==> src/rtl/poco_loader_pkg.sv <==
`default_nettype none
// ============================================================================
// Module      : poco_loader_pkg
// Description : Shared definitions for the POCO-R program loader.
//               Holds the loader state encoding, the frame sync byte and the
//               checksum accumulator width.
// Revision    : 1.0 - initial release
// ============================================================================
package poco_loader_pkg;

    // Start-of-frame marker
    localparam logic [7:0] SYNC_BYTE = 8'hA5;

    // Width of the modular frame checksum
    localparam int CHK_W = 8;

    // Loader states; encoding fixed so waveforms stay comparable across builds
    typedef enum logic [2:0] {
        ST_IDLE   = 3'd0,
        ST_LEN_H  = 3'd1,
        ST_LEN_L  = 3'd2,
        ST_DATA_H = 3'd3,
        ST_DATA_L = 3'd4,
        ST_CHK    = 3'd5,
        ST_DONE   = 3'd6,
        ST_ERR    = 3'd7
    } state_t;

endpackage
`default_nettype wire

==> src/rtl/imem_loader.sv <==
`default_nettype none
// ============================================================================
// Module      : imem_loader
// Description : Writer side of the POCO-R instruction memory. Parses a framed
//               byte stream (A5, LEN_H, LEN_L, LEN x {hi,lo}, CHK), writes the
//               big-endian 16-bit words to imem from address 0 and holds the
//               CPU core in reset until a frame with a valid checksum loads.
// Ports       : clk, rst        - clock, asynchronous active-high reset
//               in_valid/in_data/in_ready - byte stream (valid/ready)
//               reload          - pulse: leave DONE and re-arm
//               imem_we/imem_waddr/imem_wdata - imem write port
//               cpu_rst         - active-high reset to the CPU core
//               done, err       - load completed / last frame aborted
// Revision    : 1.0 - initial release
// ============================================================================
module imem_loader
    import poco_loader_pkg::*;
#(
    parameter int ADDR_W  = 8,
    parameter int TIMEOUT = 1024
) (
    input  logic              clk,
    input  logic              rst,
    input  logic              in_valid,
    input  logic [7:0]        in_data,
    output logic              in_ready,
    input  logic              reload,
    output logic              imem_we,
    output logic [ADDR_W-1:0] imem_waddr,
    output logic [15:0]       imem_wdata,
    output logic              cpu_rst,
    output logic              done,
    output logic              err
);

    localparam int                 c_CNT_W    = ADDR_W + 1;
    localparam int                 c_TMO_W    = $clog2(TIMEOUT + 1);
    localparam logic [16:0]        c_CAPACITY = 17'(1) << ADDR_W;
    localparam logic [c_TMO_W-1:0] c_TMO_LAST = c_TMO_W'(TIMEOUT - 1);

    state_t              r_state;
    state_t              w_state_next;
    logic [15:0]         r_len;
    logic [7:0]          r_hi;
    logic [CHK_W-1:0]    r_sum;
    logic [CHK_W-1:0]    w_sum_add;
    logic [c_CNT_W-1:0]  r_cnt;
    logic [c_TMO_W-1:0]  r_tmo;
    logic                r_we;
    logic [ADDR_W-1:0]   r_waddr;
    logic [15:0]         r_wdata;
    logic                r_cpu_rst;
    logic                r_done;
    logic                r_err;
    logic                w_ready;
    logic                w_accept;
    logic                w_in_frame;
    logic                w_timeout;
    logic                w_sync;
    logic [16:0]         w_len_field;
    logic [16:0]         w_cnt_next;

    assign w_ready     = (r_state != ST_DONE);
    assign w_accept    = in_valid && w_ready;
    assign w_sync      = (in_data == SYNC_BYTE);
    assign w_sum_add   = r_sum + in_data;
    // Length as it will be once LEN_L is latched; one extra bit so that a
    // length of exactly the memory capacity is representable.
    assign w_len_field = {1'b0, r_len[15:8], in_data};
    assign w_cnt_next  = 17'(r_cnt) + 17'd1;

    assign w_in_frame = (r_state == ST_LEN_H)  || (r_state == ST_LEN_L) ||
                        (r_state == ST_DATA_H) || (r_state == ST_DATA_L) ||
                        (r_state == ST_CHK);
    // The TIMEOUT-th consecutive idle cycle inside a frame aborts it
    assign w_timeout  = w_in_frame && !w_accept && (r_tmo == c_TMO_LAST);

    always_comb begin
        w_state_next = r_state;
        case (r_state)
            ST_IDLE, ST_ERR: begin
                if (w_accept && w_sync) w_state_next = ST_LEN_H;
            end
            ST_LEN_H: begin
                if (w_accept) w_state_next = ST_LEN_L;
            end
            ST_LEN_L: begin
                if (w_accept) begin
                    if (w_len_field > c_CAPACITY)   w_state_next = ST_ERR;
                    else if (w_len_field == 17'd0)  w_state_next = ST_CHK;
                    else                            w_state_next = ST_DATA_H;
                end
            end
            ST_DATA_H: begin
                if (w_accept) w_state_next = ST_DATA_L;
            end
            ST_DATA_L: begin
                if (w_accept) begin
                    if (w_cnt_next == {1'b0, r_len}) w_state_next = ST_CHK;
                    else                             w_state_next = ST_DATA_H;
                end
            end
            ST_CHK: begin
                if (w_accept) w_state_next = (w_sum_add == '0) ? ST_DONE : ST_ERR;
            end
            ST_DONE: begin
                if (reload) w_state_next = ST_IDLE;
            end
            default: w_state_next = ST_IDLE;
        endcase
        if (w_timeout) w_state_next = ST_ERR;
    end

    always_ff @(posedge clk or posedge rst) begin
        if (rst) begin
            r_state   <= ST_IDLE;
            r_len     <= '0;
            r_hi      <= '0;
            r_sum     <= '0;
            r_cnt     <= '0;
            r_tmo     <= '0;
            r_we      <= 1'b0;
            r_waddr   <= '0;
            r_wdata   <= '0;
            r_cpu_rst <= 1'b1;
            r_done    <= 1'b0;
            r_err     <= 1'b0;
        end else begin
            r_state   <= w_state_next;
            // Status flags follow the state being entered so they line up
            // with the state register rather than lagging it.
            r_cpu_rst <= (w_state_next != ST_DONE);
            r_done    <= (w_state_next == ST_DONE);
            r_err     <= (w_state_next == ST_ERR);
            r_we      <= 1'b0;

            if (!w_in_frame || w_accept || w_timeout) r_tmo <= '0;
            else                                      r_tmo <= r_tmo + 1'b1;

            if (w_accept) begin
                case (r_state)
                    ST_IDLE, ST_ERR: begin
                        if (w_sync) begin
                            r_sum <= '0;
                            r_cnt <= '0;
                        end
                    end
                    ST_LEN_H: begin
                        r_len[15:8] <= in_data;
                        r_sum       <= w_sum_add;
                    end
                    ST_LEN_L: begin
                        r_len[7:0] <= in_data;
                        r_sum      <= w_sum_add;
                    end
                    ST_DATA_H: begin
                        r_hi  <= in_data;
                        r_sum <= w_sum_add;
                    end
                    ST_DATA_L: begin
                        r_we    <= 1'b1;
                        r_waddr <= r_cnt[ADDR_W-1:0];
                        r_wdata <= {r_hi, in_data};
                        r_cnt   <= r_cnt + 1'b1;
                        r_sum   <= w_sum_add;
                    end
                    ST_CHK: begin
                        r_sum <= w_sum_add;
                    end
                    default: ;
                endcase
            end
        end
    end

    assign in_ready   = w_ready;
    assign imem_we    = r_we;
    assign imem_waddr = r_waddr;
    assign imem_wdata = r_wdata;
    assign cpu_rst    = r_cpu_rst;
    assign done       = r_done;
    assign err        = r_err;

endmodule
`default_nettype wire

==> config.mk <==
export PLATFORM = sky130hd
export DESIGN_NAME = imem_loader
export DESIGN_NICKNAME = d
export VERILOG_FILES = /design/src/rtl/poco_loader_pkg.sv /design/src/rtl/imem_loader.sv
export SDC_FILE = /design/constraint.sdc
export NUM_CORES = 1
export LEC_CHECK = 0
export ABC_AREA = 1
export CAP_MARGIN = 5
export CELL_PAD_IN_SITES_DETAIL_PLACEMENT = 1
export CELL_PAD_IN_SITES_GLOBAL_PLACEMENT = 1
export CORE_UTILIZATION = 38
export CTS_CLUSTER_DIAMETER = 80
export CTS_CLUSTER_SIZE = 14
export DETAILED_ROUTE_END_ITERATION = 6
export PLACE_DENSITY_LB_ADDON = 0.12
export SETUP_SLACK_MARGIN = 0.5
export SLEW_MARGIN = 20
export SYNTH_ARGS = -nofsm -noshare
export SYNTH_HDL_FRONTEND = slang
export SYNTH_SLANG_ARGS = --single-unit
export TNS_END_PERCENT = 20
==> constraint.sdc <==
create_clock -name clk -period 2.6 [get_ports clk]
set_input_delay 0.39 -clock clk [delete_from_list [all_inputs] [get_ports clk]]
set_output_delay 0.39 -clock clk [all_outputs]
set_load 0.005 [all_outputs]
==> run summary <==
For the worst flop-to-flop path, the logic depth is 13. The synthesized cell area is 0.00413 sq mm. Number of global-route vias before repair: 3957.

Class of the most critical hold timing path: in -> reg. The smallest clock period supported by the final layout is computed as 2070 ps. The compound-gate portion of the synthesized area is 0.100, and the number of instances on the worst hold path is 3. The synthesized area per cell is 7.96 sq um. The cell at the root of the clock tree is sky130_fd_sc_hd__clkbuf_8.

Hold violation total from the final report: 0. The tools report the sort of element at the end of the critical path as a register. In this run the deepest clock path goes through 2 buffers. Compared with the post-synthesis result, the final layout area differs by 26.5%. The critical path is of the reg -> reg type.

The share of cells above drive strength 1 was 0.135; the number of distinct library cell variants in the gate-level netlist after synthesis was 35. The worst setup path is launched from a register. The floorplan die height was 106 um. TritonCTS built the clock tree. The arrival time at the worst endpoint was 2370 ps; the setup slack of the most critical reg-to-reg path was 530 ps. The logs give 0 for the number of antenna violations at the first check in global routing and 0 for the final global-route overflow total.

The floorplan step defined a die boundary enclosing 0.0113 sq mm. The proportion of register bits with asynchronous set or reset after synthesis was 1.00; the number of filler cells placed in the layout was 1272. Termination of the worst setup path: done. 41 I/O pins were placed. The flow ran to the end, and the final reports show no timing, DRC or antenna violations.

The area share of the largest cell type after synthesis is 0.497. For the source-to-sink clock delay at the later pin of the worst-skew pair, the log shows 360 ps. The clock net sink count was 83.

Before CTS, the worst setup slack after placement is -8.82 ps. The number of enable-type register cells in the synthesized netlist came out at 0. In the synthesized netlist the dominant register cell turns out to be sky130_fd_sc_hd__dfrtp_1.

Before antenna repair, the detailed router went through 4 iterations. The die is 106 um wide. The leakage component of the power is 2.54 nW. After synthesis, the largest family of logic cells by area is simple AND/OR/NAND/NOR gates. The startpoint identified for the worst register-to-register timing path is r_sum[0]. After routing the design area is 0.00522 sq mm. The count of nets left with antenna violations once routing finished came out at 0.

The first global-routing pass estimated 19500 um of wire. Count of unresolved DRC violations after routing: 0. The number of synthesized register bits was 83; the relative slew slack was 0.573.

The area inside the core boundary is 0.0104 sq mm, and the clock-pin slew reported for the worst setup and hold paths after clock tree synthesis is 90 ps. Average routed wire per standard cell: 15.7 um. The number of nets handed over by synthesis was 541. Setup repair after global routing could not meet its margin everywhere. Total power for the finished layout comes to 5.76 mW. Timing would allow up to 482 MHz. In this run, post-CTS hold repair placed 0 buffers. For this block, the routed nets add up to 11400 um of wire. Setup violations remaining at the end of the flow were counted as 0. The final worst-path cycle share was 0.798.

The logs give 402 uV for the worst vdd rail ir drop and 0.503 for the register area share after synthesis. The overall global routing resource usage was 0.223. The logs give 526 ps for the worst path setup slack after routing and 31 for the largest net degree at the start of global routing. The number of H-tree levels is 3, and the detailed-route via count is 3716. Buffers placed on the I/O ports in this run total 40.

The power density over the cells works out to 1100 mW/mm^2. In this run the worst setup path begins at r_sum[0]. The tools report the number of cells produced by synthesis as 519. The logs give 37 for the number of placement rows and 0.00484 sq mm for the post-place instance area.

The number of maximum-capacitance violations is 0, and the multiplexer fraction of the synthesized cell area is 0. Yosys attributes the largest share of cell area to sky130_fd_sc_hd__dfrtp_1 50%, sky130_fd_sc_hd__nand2_1 15%, sky130_fd_sc_hd__inv_1 5.0%. The simple-gate share of the synthesized area is 0.291, and the slew at the pin closest to its max-slew limit is 638 ps. The initial cell density of the core was 0.396. For this run, the number of Yosys warnings is 0.

The post-synthesis xor/xnor area fraction works out to 0.00636. In the routed layout, each cell is associated on average with a via count of 5.10. The dominant cell type by area after synthesis was sky130_fd_sc_hd__dfrtp_1. The final design utilization came out at 0.501. The clock arrives with 5.02 ps of skew. The detailed router finished its first iteration with 120 violations. Detailed placement finished with a half-perimeter wire length of 8510 um.

The net count of the finished layout came out at 609. In this run the critical register-to-register path is captured at done. The share of synthesized cell area in full adder, half adder and majority cells works out to 0.0321. Routability-driven placement finished with a final weighted congestion of 0.862. For the worst setup path, the data required time is 2900 ps. The count of inserted antenna diode cells was 0; the highest net fanout along the worst path was 3.

The max-slew violation count was 0; the TritonCTS buffer count was 9.
==> per-layer routing <==
metal | part of all wire | track usage | wire [um] | up-vias
met5 | 0 | 0 | 0 | -
met4 | 0.015 | 0.0774 | 166 | 0
met3 | 0.020 | 0.0362 | 232 | 14
met2 | 0.49 | 0.376 | 5650 | 48
met1 | 0.47 | 0.290 | 5380 | 1842
li1 | - | - | - | 1812
==> kinds of logic (layout without fill, tap and decap cells) <==
logic type                 count (synthesis)  count (layout)
AOI/OAI and AO/OA                         72              72
DFF                                       83              83
buffers and inverters                     74             147
adders and majority gates                 10              10
and+or+nand+nor                          277             277
xor gates and xnor gates                   3               3
==> worst max-delay path, stage by stage, from the launching register on <==
cell and delay, ps:
sky130_fd_sc_hd__dfrtp_1 400, sky130_fd_sc_hd__ha_2 200, sky130_fd_sc_hd__fa_2 370, sky130_fd_sc_hd__nand3_2 100, sky130_fd_sc_hd__nand4_1 100, sky130_fd_sc_hd__nand2_1 120, sky130_fd_sc_hd__nand3_1 90, sky130_fd_sc_hd__nor2_1 100
sky130_fd_sc_hd__nand3_1 100, sky130_fd_sc_hd__nand3_2 80, sky130_fd_sc_hd__nand2_1 70, sky130_fd_sc_hd__nor2_2 130, sky130_fd_sc_hd__nand2_1 70, sky130_fd_sc_hd__nor2_1 80
==> registers in the layout, indices dropped and copies added (netlist names) <==
register and cells:
cpu_rst 1, r_hi 8, err 1, r_cnt 9, r_state 3, r_len 16, r_sum 8, imem_we 1
done 1, imem_wdata 16, r_tmo 11, imem_waddr 8
==> cell usage after synthesis (3+ instances only) <==
cell type                  instances
sky130_fd_sc_hd__a21oi_1           6
sky130_fd_sc_hd__a22o_1            4
sky130_fd_sc_hd__clkbuf_1          5
sky130_fd_sc_hd__dfrtp_1          82
sky130_fd_sc_hd__ha_1              9
sky130_fd_sc_hd__inv_1            55
sky130_fd_sc_hd__inv_2            12
sky130_fd_sc_hd__nand2_1         167
sky130_fd_sc_hd__nand3_1          30
sky130_fd_sc_hd__nand3_2           3
sky130_fd_sc_hd__nand3b_1          7
sky130_fd_sc_hd__nand4_1           7
sky130_fd_sc_hd__nor2_1           44
sky130_fd_sc_hd__nor2_2            4
sky130_fd_sc_hd__nor2_4            3
sky130_fd_sc_hd__nor3_1            4
sky130_fd_sc_hd__nor3b_1           3
sky130_fd_sc_hd__o21ai_0          27
sky130_fd_sc_hd__o21ai_1          22
sky130_fd_sc_hd__o22ai_1           7
==> worst min path at each step <==
stage | endpoint | start
2_1_floorplan | r_tmo[0] | r_tmo[0]
3_3_place_gp | r_tmo[0] | r_tmo[0]
6_report | r_len[1] | in_data[1]
3_5_place_dp | r_tmo[0] | r_tmo[0]
5_1_grt | r_len[1] | in_data[1]
4_1_cts | err | rst
==> layout make-up <==
cell class	count	area [sq um]	area share
clock inverters	6	113	0.0216
flip-flops and latches	83	2080	0.398
multi-input cells	362	1850	0.355
clock buffers	10	138	0.0264
inverters	67	255	0.0489
well taps	136	170	0.0326
repair buffers	64	612	0.117
==> report_power, final <==
part | leakage (nW) | switching (mW) | internal [mW]
registers | 1.07 | 0.356 | 1.80
logic | 1.34 | 1.36 | 1.09
clock network | 0.126 | 0.495 | 0.666
total | 2.54 | 2.21 | 3.55
==> through the flow <==
| step | setup TNS (ps) | hold WS, ps | instances |
|---|---|---|---|
| global route | 0 | 449 | 728 |
| floorplan | 0 | 433 | 519 |
| CTS | 0 | 463 | 723 |
| global placement | 0 | 445 | 707 |
| finish | 0 | 438 | 728 |
| detailed placement | -8.82 | 461 | 707 |
==> what timing repair did <==
item	4_1_cts	5_1_grt
cloned	0	0
setup buffers	0	5
endpoints found under the setup margin	3	7
resized for setup	6	15
pin swaps	3	3
==> cell usage in the layout, fill, tap and decap left out, types with 3 or more instances in the layout <==
cell / instances
sky130_fd_sc_hd__dlymetal6s2s_1: 3
sky130_fd_sc_hd__nand4_1: 7
sky130_fd_sc_hd__bufinv_16: 3
sky130_fd_sc_hd__nor3_1: 4
sky130_fd_sc_hd__nand3b_1: 7
sky130_fd_sc_hd__nor3b_1: 3
sky130_fd_sc_hd__nor2_4: 3
sky130_fd_sc_hd__nor2_2: 6
sky130_fd_sc_hd__clkbuf_8: 10
sky130_fd_sc_hd__ha_4: 4
sky130_fd_sc_hd__nand3_2: 6
sky130_fd_sc_hd__ha_1: 4
sky130_fd_sc_hd__o21ai_0: 26
sky130_fd_sc_hd__nor2_1: 42
sky130_fd_sc_hd__nand2_1: 166
sky130_fd_sc_hd__clkdlybuf4s50_1: 36
sky130_fd_sc_hd__a21oi_1: 5
sky130_fd_sc_hd__o21ai_1: 23
sky130_fd_sc_hd__inv_1: 54
sky130_fd_sc_hd__nand3_1: 27
sky130_fd_sc_hd__dfrtp_1: 81
sky130_fd_sc_hd__o22ai_1: 7
sky130_fd_sc_hd__a22o_1: 4
sky130_fd_sc_hd__buf_4: 22
sky130_fd_sc_hd__inv_2: 12
Power figures use the tool's default switching activity.
